==> src/rtl/store_pkg.sv <==
`default_nettype none
// +-----------------------------------------------------------------------+
// | Package   : store_pkg                                                 |
// | Contents  : store op encodings, buffered entry layout, pointer width  |
// | Revision  : 1.0 - initial release                                     |
// +-----------------------------------------------------------------------+
package store_pkg;

  localparam logic [1:0] ST_W = 2'b00;
  localparam logic [1:0] ST_H = 2'b01;
  localparam logic [1:0] ST_B = 2'b10;

  // One buffered store: word address, lane enables, lane-replicated data
  typedef struct packed {
    logic [29:0] addr;
    logic [3:0]  be;
    logic [31:0] wdata;
  } entry_t;

  // Pointer width for a power-of-two depth; at least one bit
  function automatic int ptr_width(input int depth);
    return (depth <= 2) ? 1 : $clog2(depth);
  endfunction

endpackage
`default_nettype wire

==> src/rtl/store_lane_pack.sv <==
`default_nettype none
// +-----------------------------------------------------------------------+
// | Module    : store_lane_pack                                           |
// | Function  : packs a register value into byte lanes with enables.      |
// |             Alignment checking enabled by STORE_ALIGN_CHECK_EN.       |
// | Revision  : 1.0 - initial release                                     |
// +-----------------------------------------------------------------------+
module store_lane_pack
  import store_pkg::*;
(
  input  logic [1:0]  op_i,
  input  logic [1:0]  addr_i,
  input  logic [31:0] data_i,
  output logic [3:0]  be_o,
  output logic [31:0] wdata_o,
  output logic        misaligned_o,
  output logic        drop_o
);

  // Lane placement: narrow values are replicated so any enabled lane holds the right byte
  always_comb begin
    be_o         = 4'b0000;
    wdata_o      = data_i;
    misaligned_o = 1'b0;
    drop_o       = 1'b0;
    case (op_i)
      ST_W: begin
        be_o    = 4'b1111;
        wdata_o = data_i;
`ifdef STORE_ALIGN_CHECK_EN
        misaligned_o = (addr_i != 2'b00);
`endif
      end
      ST_H: begin
        be_o    = addr_i[1] ? 4'b1100 : 4'b0011;
        wdata_o = {2{data_i[15:0]}};
`ifdef STORE_ALIGN_CHECK_EN
        misaligned_o = addr_i[0];
`endif
      end
      ST_B: begin
        be_o    = 4'b0001 << addr_i;
        wdata_o = {4{data_i[7:0]}};
      end
      default: begin
        // Reserved op: handshake still completes but nothing is written
        drop_o = 1'b1;
      end
    endcase
  end

endmodule
`default_nettype wire

==> src/rtl/store_write_buffer.sv <==
`default_nettype none
// +-----------------------------------------------------------------------+
// | Module    : store_write_buffer                                        |
// | Function  : packs stores into byte lanes and queues them in an        |
// |             in-order FIFO drained over a valid/ready handshake.       |
// |             Optional macro STORE_ALIGN_CHECK_EN adds misalign_err.    |
// | Revision  : 1.0 - initial release                                     |
// +-----------------------------------------------------------------------+
module store_write_buffer
  import store_pkg::*;
#(
  parameter int DEPTH = 2
) (
  input  logic        clk,
  input  logic        reset_n,
  input  logic        req_valid,
  output logic        req_ready,
  input  logic [1:0]  req_op,
  input  logic [31:0] req_addr,
  input  logic [31:0] req_data,
  output logic        mem_valid,
  input  logic        mem_ready,
  output logic [31:0] mem_addr,
  output logic [31:0] mem_wdata,
  output logic [3:0]  mem_be,
  output logic        empty
`ifdef STORE_ALIGN_CHECK_EN
  ,
  output logic        misalign_err
`endif
);

  localparam int PTR_W = ptr_width(DEPTH);
  localparam int CNT_W = PTR_W + 1;
  localparam logic [CNT_W-1:0] FULL_CNT = CNT_W'(DEPTH);

  logic [CNT_W-1:0] count_q, count_d;
  logic [PTR_W-1:0] rd_ptr_q, rd_ptr_d;
  logic [PTR_W-1:0] wr_ptr_q, wr_ptr_d;
  entry_t           entries_q [DEPTH];

  logic [3:0]  pack_be;
  logic [31:0] pack_wdata;
  logic        pack_misaligned;
  logic        pack_drop;
  logic        accept;
  logic        enq;
  logic        deq;
  entry_t      new_entry;
  entry_t      head;

  store_lane_pack u_pack (
    .op_i         (req_op),
    .addr_i       (req_addr[1:0]),
    .data_i       (req_data),
    .be_o         (pack_be),
    .wdata_o      (pack_wdata),
    .misaligned_o (pack_misaligned),
    .drop_o       (pack_drop)
  );

  // Full blocks acceptance even if the head drains this cycle (no bypass path)
  assign req_ready = (count_q != FULL_CNT);
  assign mem_valid = (count_q != '0);
  assign empty     = (count_q == '0);
  assign accept    = req_valid && req_ready;
  assign enq       = accept && !pack_drop && !pack_misaligned;
  assign deq       = mem_valid && mem_ready;

  assign new_entry = '{addr: req_addr[31:2], be: pack_be, wdata: pack_wdata};
  assign head      = entries_q[rd_ptr_q];

  // Memory-side outputs are forced to zero whenever no entry is presented
  assign mem_addr  = mem_valid ? {head.addr, 2'b00} : 32'h0;
  assign mem_wdata = mem_valid ? head.wdata : 32'h0;
  assign mem_be    = mem_valid ? head.be : 4'b0000;

  // Pointer and occupancy next state; pointers wrap naturally at power-of-two depth
  always_comb begin
    count_d  = count_q;
    rd_ptr_d = rd_ptr_q;
    wr_ptr_d = wr_ptr_q;
    if (enq) wr_ptr_d = wr_ptr_q + PTR_W'(1);
    if (deq) rd_ptr_d = rd_ptr_q + PTR_W'(1);
    case ({enq, deq})
      2'b10:   count_d = count_q + CNT_W'(1);
      2'b01:   count_d = count_q - CNT_W'(1);
      default: count_d = count_q;
    endcase
  end

  // Control state register; reset discards every queued entry at once
  always_ff @(posedge clk or negedge reset_n) begin
    if (!reset_n) begin
      count_q  <= '0;
      rd_ptr_q <= '0;
      wr_ptr_q <= '0;
    end else begin
      count_q  <= count_d;
      rd_ptr_q <= rd_ptr_d;
      wr_ptr_q <= wr_ptr_d;
    end
  end

  // Entry storage is data-only and deliberately left out of reset
  always_ff @(posedge clk) begin
    if (enq) entries_q[wr_ptr_q] <= new_entry;
  end

`ifdef STORE_ALIGN_CHECK_EN
  logic misalign_err_q;

  // One-cycle error pulse following the accept of a misaligned store
  always_ff @(posedge clk or negedge reset_n) begin
    if (!reset_n) misalign_err_q <= 1'b0;
    else          misalign_err_q <= accept && pack_misaligned;
  end

  assign misalign_err = misalign_err_q;
`endif

endmodule
`default_nettype wire

==> config.mk <==
export PLATFORM = sky130hd
export DESIGN_NAME = store_write_buffer
export DESIGN_NICKNAME = d
export VERILOG_FILES = /design/src/rtl/store_pkg.sv /design/src/rtl/store_lane_pack.sv /design/src/rtl/store_write_buffer.sv
export SDC_FILE = /design/constraint.sdc
export NUM_CORES = 1
export LEC_CHECK = 0
export ABC_AREA = 1
export ABC_CLOCK_PERIOD_IN_PS = 7300
export CAP_MARGIN = 30
export CORE_MARGIN = 2
export CORE_UTILIZATION = 50
export DETAILED_ROUTE_END_ITERATION = 8
export GPL_TIMING_DRIVEN = 0
export PLACE_DENSITY = 0.8
export SLEW_MARGIN = 0
export SYNTH_ARGS = -nofsm -noshare
export SYNTH_HDL_FRONTEND = slang
export SYNTH_HIERARCHICAL = 1
export SYNTH_SLANG_ARGS = --single-unit
==> constraint.sdc <==
create_clock -name clk -period 7.3 [get_ports clk]
set_input_delay 0.73 -clock clk [delete_from_list [all_inputs] [get_ports clk]]
set_output_delay 0.73 -clock clk [all_outputs]
set_load 0.1 [all_outputs]
# ---- Yosys cells after proc, flatten, opt, wreduce, memory -nomap -nowiden
# Memory sizes are Yosys's and may differ from the RTL's.
# Index checks and enable logic that the tools add are counted.
dict set report word_totals {
  reg_bits 4
  ram_bits 132
  inputBits 70
  word_cells 31
  n_memories 1
}
dict set report classes {
  addsub 4
  eq_ne 5
  shifts 1
  muxes 9
  n_reduce_logical 8
}
# name words width rd rd_clocked_by_memory_dff wr line
set mem_list {}
lappend mem_list {entries_q 2 66 1 0 1 store_write_buffer.sv:40} ;# entry_t entries_q [DEPTH];
# op count
set ops {}
lappend ops {{2-to-1 mux 32 bit} 2}
lappend ops {{case mux 32 bit (2 select lines)} 1}
lappend ops {{case mux 4 bit (3 select lines)} 1}
lappend ops {{2-to-1 mux 4 bit} 2}
lappend ops {{equality test 2 x 1 -> 1 bit (second input constant)} 2}
lappend ops {{equality test 2 bit (second input constant)} 2}
lappend ops {{logical NOT 2 bit} 2}
lappend ops {{case mux 2 bit (2 select lines)} 1}
lappend ops {{nonzero test 2 bit} 2}
lappend ops {{<< shifter 1 x 2 -> 4 bit (first input constant)} 1}
lappend ops {{logical AND 1 bit} 3}
lappend ops {{OR reduction 3 bit} 1}
lappend ops {{adder 1 bit (second input constant)} 2}
lappend ops {{adder 2 x 1 -> 2 bit (second input constant)} 1}
lappend ops {{2-to-1 mux 1 bit} 2}
lappend ops {{!= test 2 bit (second input constant)} 1}
lappend ops {{subtractor 2 x 1 -> 2 bit (second input constant)} 1}

# ---- Longest topological paths before layout
dict set report logic_depth {
  word_depth 5
  ltp_mapped 9
  ltp_nobuf 9
}

# ---- Hierarchy
# The synthesis kept the hierarchy.
# module n_inst cells_per_inst area_each_um2 seq_area_each_um2
set modules_own_cells {}
lappend modules_own_cells {store_write_buffer 1 390 5386.4 4063.9}
lappend modules_own_cells {store_lane_pack 1 129 610.6 0.0}

# ---- Least setup slack after synthesis
# OpenSTA, ideal clock, no wires.
dict set report synth_timing {
  path_kind {register to register}
  startpoint {reg count_q[0]}
  endpoint {mem entries_q[1][0] (netlist bit) (enable)}
  t_arrival_ps 4234
  slack_ps 2575
  stages_incl_launch_ff 5
  cell_sequence {dfrtp_1 > inv_1 > nand2_1 > nand3_1 > nor2_1}
}
dict set report synth_between {
  elab_chain_len 5
}
# element line
set synth_lines {}
lappend synth_lines {{start: declaration} store_write_buffer.sv:37} ;# logic [CNT_W-1:0] count_q, count_d;
lappend synth_lines {{start signal: assignment} store_write_buffer.sv:99} ;# count_q <= count_d;
lappend synth_lines {{!= test 2 bit} store_write_buffer.sv:63} ;# assign req_ready = (count_q != FULL_CNT);
lappend synth_lines {{net req_ready} store_write_buffer.sv:17} ;# output logic req_ready,
lappend synth_lines {{logical AND 1 bit} store_write_buffer.sv:66} ;# assign accept = req_valid && req_ready;
lappend synth_lines {{logical AND 1 bit} store_write_buffer.sv:67} ;# assign enq = accept && !pack_drop && !pack_misaligned;
lappend synth_lines {{2-to-1 mux 1 bit} store_write_buffer.sv:107} ;# if (enq) entries_q[wr_ptr_q] <= new_entry;
lappend synth_lines {{2-to-1 mux 1 bit (not written as such)} store_write_buffer.sv:107}
lappend synth_lines {{end: declaration} store_write_buffer.sv:40}
# The timed path passes the listed nets, and every way through them passes these cells.

# ---- Final worst setup path
dict set report layout_timing {
  startpoint {reg rd_ptr_q}
  endpoint {out mem_wdata[26]}
}
dict set report layout_between {
  elab_chain_len 2
}
# element line
set layout_lines {}
lappend layout_lines {{start: declaration} store_write_buffer.sv:38} ;# logic [PTR_W-1:0] rd_ptr_q, rd_ptr_d;
lappend layout_lines {{start signal: assignment} store_write_buffer.sv:100} ;# rd_ptr_q <= rd_ptr_d;
lappend layout_lines {{memory (2 x 66 bit)} --}
lappend layout_lines {{2-to-1 mux 32 bit} store_write_buffer.sv:75} ;# assign mem_wdata = mem_valid ? head.wdata : 32'h0;
lappend layout_lines {{end: declaration} store_write_buffer.sv:24} ;# output logic [31:0] mem_wdata,
# No other way between the ends.

==> impl_metrics.env <==
export IMPL_timing_fmax_mhz=292.7
export IMPL_tns_ns=0
export IMPL_gr_total_overflow=0
export IMPL_synthToLayoutAreaGrowth_pct=37.45
export IMPL_clk_sink_count=136
export IMPL_ctsLongestPathBuffers=2
export IMPL_synth_seq_area_share_pct=67.77
export IMPL_netlist_top_cell_by_area="sky130_fd_sc_hd__edfxtp_1"
export IMPL_initial_utilization_pct=51.86
export IMPL_cts_hold_buffers_added=0
export IMPL_antenna_found_initial=0
export IMPL_synth_seq_cells=136
export IMPL_endpoint_kind="output pin"
export IMPL_fp_row_count=39
export IMPL_worstPathMaxFanout=10
export IMPL_finalCritPeriodShare_pct=46.80
export IMPL_synthesized_area_divided_by_synthesized_cell_count_um2=11.55
export IMPL_max_slew_worst_pin_slew_ns=1.045
export IMPL_number_of_global_route_vias_before_repair=4398
export IMPL_remaining_drc_errors=0
export IMPL_place_port_buffers=138
export IMPL_rsz0062_at_grt="no"
export IMPL_skew_ns=0.004812
export IMPL_slew_limit_headroom_pct=30.11
export IMPL_post_cts_setup_buffer_count=0
export IMPL_mappedNetlistArea_um2=5997
export IMPL_ys_top_cells_by_area="sky130_fd_sc_hd__edfxtp_1 (66%), sky130_fd_sc_hd__nand2_1 (12%), sky130_fd_sc_hd__a21oi_1 (4.1%), sky130_fd_sc_hd__a21oi_2 (2.9%), sky130_fd_sc_hd__nand2_2 (2.1%)"
export IMPL_total_die_area_um2=12890
export IMPL_asyncSetResetFlopFracSynth_pct=2.941
export IMPL_detail_route_iter0_violations=301
export IMPL_crit_path_cell_trace="buf_6, inv_4, buf_2, nand2_1, a21oi_1, clkdlybuf4s50_1"
export IMPL_finalCriticalPeriod_ns=3.417
export IMPL_postCtsResizedCells=0
export IMPL_routabilityCongestion=0.8590
export IMPL_dr_total_vias=4387
export IMPL_grt_start_max_net_pins=37
export IMPL_fp_dieH_um=113.5
export IMPL_fillCellCount=792
export IMPL_yosys_cell_count_top_type="sky130_fd_sc_hd__nand2_1"
export IMPL_critical_path_arrival_ns=2.69
export IMPL_grt_use_total_pct=22.27
export IMPL_synth_top_cells_by_count="sky130_fd_sc_hd__nand2_1 (196), sky130_fd_sc_hd__edfxtp_1 (132), sky130_fd_sc_hd__a21oi_1 (49), sky130_fd_sc_hd__inv_1 (23)"
export IMPL_clock_root_buffer="sky130_fd_sc_hd__clkbuf_16"
export IMPL_wire_per_inst_um=16.70
export IMPL_global_route_wire_length_before_repair_mm=21.76
export IMPL_cts_buf_count=17
export IMPL_status="finished clean"
export IMPL_antenna_cells_inserted=0
export IMPL_post_route_cells_drive_above_1_share_pct=17.00
export IMPL_longest_individual_stage_delay_on_the_worst_path_ns=1.18
export IMPL_edff_count_synth=132
export IMPL_floorplan_core_area_um2=11560
export IMPL_critical_path_required_ns=6.57
export IMPL_antenna_left=0
export IMPL_clkTransAtPathRegs_ns=0.06
export IMPL_cts_tree="done"
export IMPL_synth_largest_type_area_fraction_pct=66.10
export IMPL_maxCapViolations=0
export IMPL_critical_path_slowest_cell="sky130_fd_sc_hd__clkdlybuf4s50_1"
export IMPL_setup_worst_path_class="reg2out"
export IMPL_dp_hpwl_mm=9.452
export IMPL_post_drt_via_cell_ratio=5.241
export IMPL_synth_cells=519
export IMPL_kind_of_launch_point_of_the_worst_setup_path="register"
export IMPL_finalWirelength_mm=13.98
export IMPL_timing_final_setup_violations=0
export IMPL_clkLatencyLatePin_ns=0.41
export IMPL_i_o_pin_total=141
export IMPL_synth_cell_types=24
export IMPL_worst_hold_path_type="in2async"
export IMPL_final_hold_violation_count=0
export IMPL_cts_htree_levels=4
export IMPL_final_nets=757
export IMPL_most_common_flop_cell_mapped_by_yosys="sky130_fd_sc_hd__edfxtp_1"
export IMPL_final_max_slew_violation_count=0
export IMPL_drt_pre_antenna_iters=5
export IMPL_die_w_um=113.5
export IMPL_warnings_from_yosys=6
==> layout by cell type, fill, tap and decap left out, types with 4 or more instances in the layout <==
cell type	instances
sky130_fd_sc_hd__nand3_1	4
sky130_fd_sc_hd__buf_6	6
sky130_fd_sc_hd__buf_2	12
sky130_fd_sc_hd__nand2_2	20
sky130_fd_sc_hd__nand2_1	196
sky130_fd_sc_hd__dfrtp_1	4
sky130_fd_sc_hd__a21oi_2	20
sky130_fd_sc_hd__clkdlybuf4s50_1	138
sky130_fd_sc_hd__o21ai_0	9
sky130_fd_sc_hd__nor2_1	7
sky130_fd_sc_hd__buf_4	15
sky130_fd_sc_hd__buf_12	6
sky130_fd_sc_hd__inv_1	22
sky130_fd_sc_hd__clkinv_2	4
sky130_fd_sc_hd__ha_1	6
sky130_fd_sc_hd__clkbuf_16	17
sky130_fd_sc_hd__a21oi_1	49
sky130_fd_sc_hd__edfxtp_1	132
==> registers in the layout (all words and copies together) (netlist names) <==
signal     cells
rd_ptr_q       1
entries_q    132
wr_ptr_q       1
count_q        2
==> metal layers <==
| layer | track usage [%] | up-vias | wire length [µm] |
|---|---|---|---|
| met1 | 28.39 | 2082 | 5705 |
| met4 | 7.886 | 0 | 271 |
| met5 | 0 | - | 0 |
| li1 | - | 2053 | - |
| met2 | 37.52 | 225 | 6964 |
| met3 | 5.367 | 27 | 1038 |
==> per-stage QoR <==
stage | worst slack [ns] | hold WS, ns | utilization [%] | std cells | cell area (µm²)
3_5_place_dp | 4.324 | 0.5099 | 66.20 | 805 | 7656
4_1_cts | 3.882 | 0.5218 | 71.28 | 837 | 8243
6_report | 3.883 | 0.5425 | 71.28 | 837 | 8243
3_3_place_gp | 0.9828 | 0.4561 | 65.38 | 801 | 7561
2_1_floorplan | 2.575 | 0.4344 | - | 520 | 6001
5_1_grt | 3.795 | 0.5316 | 71.28 | 837 | 8243
==> final cells by class <==
| type | count | area (µm²) | area share (%) |
|---|---|---|---|
| tap | 143 | 178.9 | 2.171 |
| multi-input combinational | 321 | 1518 | 18.41 |
| timing repair buffer | 142 | 1469 | 17.82 |
| inverter | 25 | 96.34 | 1.169 |
| sequential | 136 | 4064 | 49.30 |
| clock inverter | 14 | 157.7 | 1.913 |
| clock buffer | 18 | 429.2 | 5.206 |
| buffer | 38 | 330.3 | 4.007 |
==> critical path, delay by kind of cell (launching register included) <==
kind	cells	cell delay [ns]
flip-flops	1	0.37
AND/OR/NAND/NOR	1	0.07
AO/OA/AOI/OAI	1	0.23
buffers and inverters	4	1.61
==> kinds of logic after synthesis <==
kind of cell             after synthesis  synth area share, %
other                                  2               0.1252
AO/OA/AOI/OAI                         79                7.907
AND/OR/NAND/NOR                      232                15.69
flip-flops                           136                67.77
adder cells (fa/ha/maj)                6                1.252
buffers and inverters                 63                7.115
XOR/XNOR                               1               0.1461
==> final timing paths <==
| kind | start | endpoint | slack, ns | cells past startpoint |
|---|---|---|---|---|
| setup / recovery | rd_ptr_q | mem_wdata[26] | 3.88 | 6 |
| hold / removal | reset_n | rd_ptr_q | 0.54 | 1 |
| setup reg to reg | count_q[0] | entries_q[0][22] | 5.27 | 5 |
| hold reg to reg | wr_ptr_q | wr_ptr_q | 0.55 | 2 |
| max in group asynchronous | reset_n | count_q[1] | 6.57 | 1 |
| min in group clk | wr_ptr_q | wr_ptr_q | 0.55 | 2 |
Power is not shown: default switching activity piles up to over one toggle a cycle in this logic, so the estimate is an artifact.
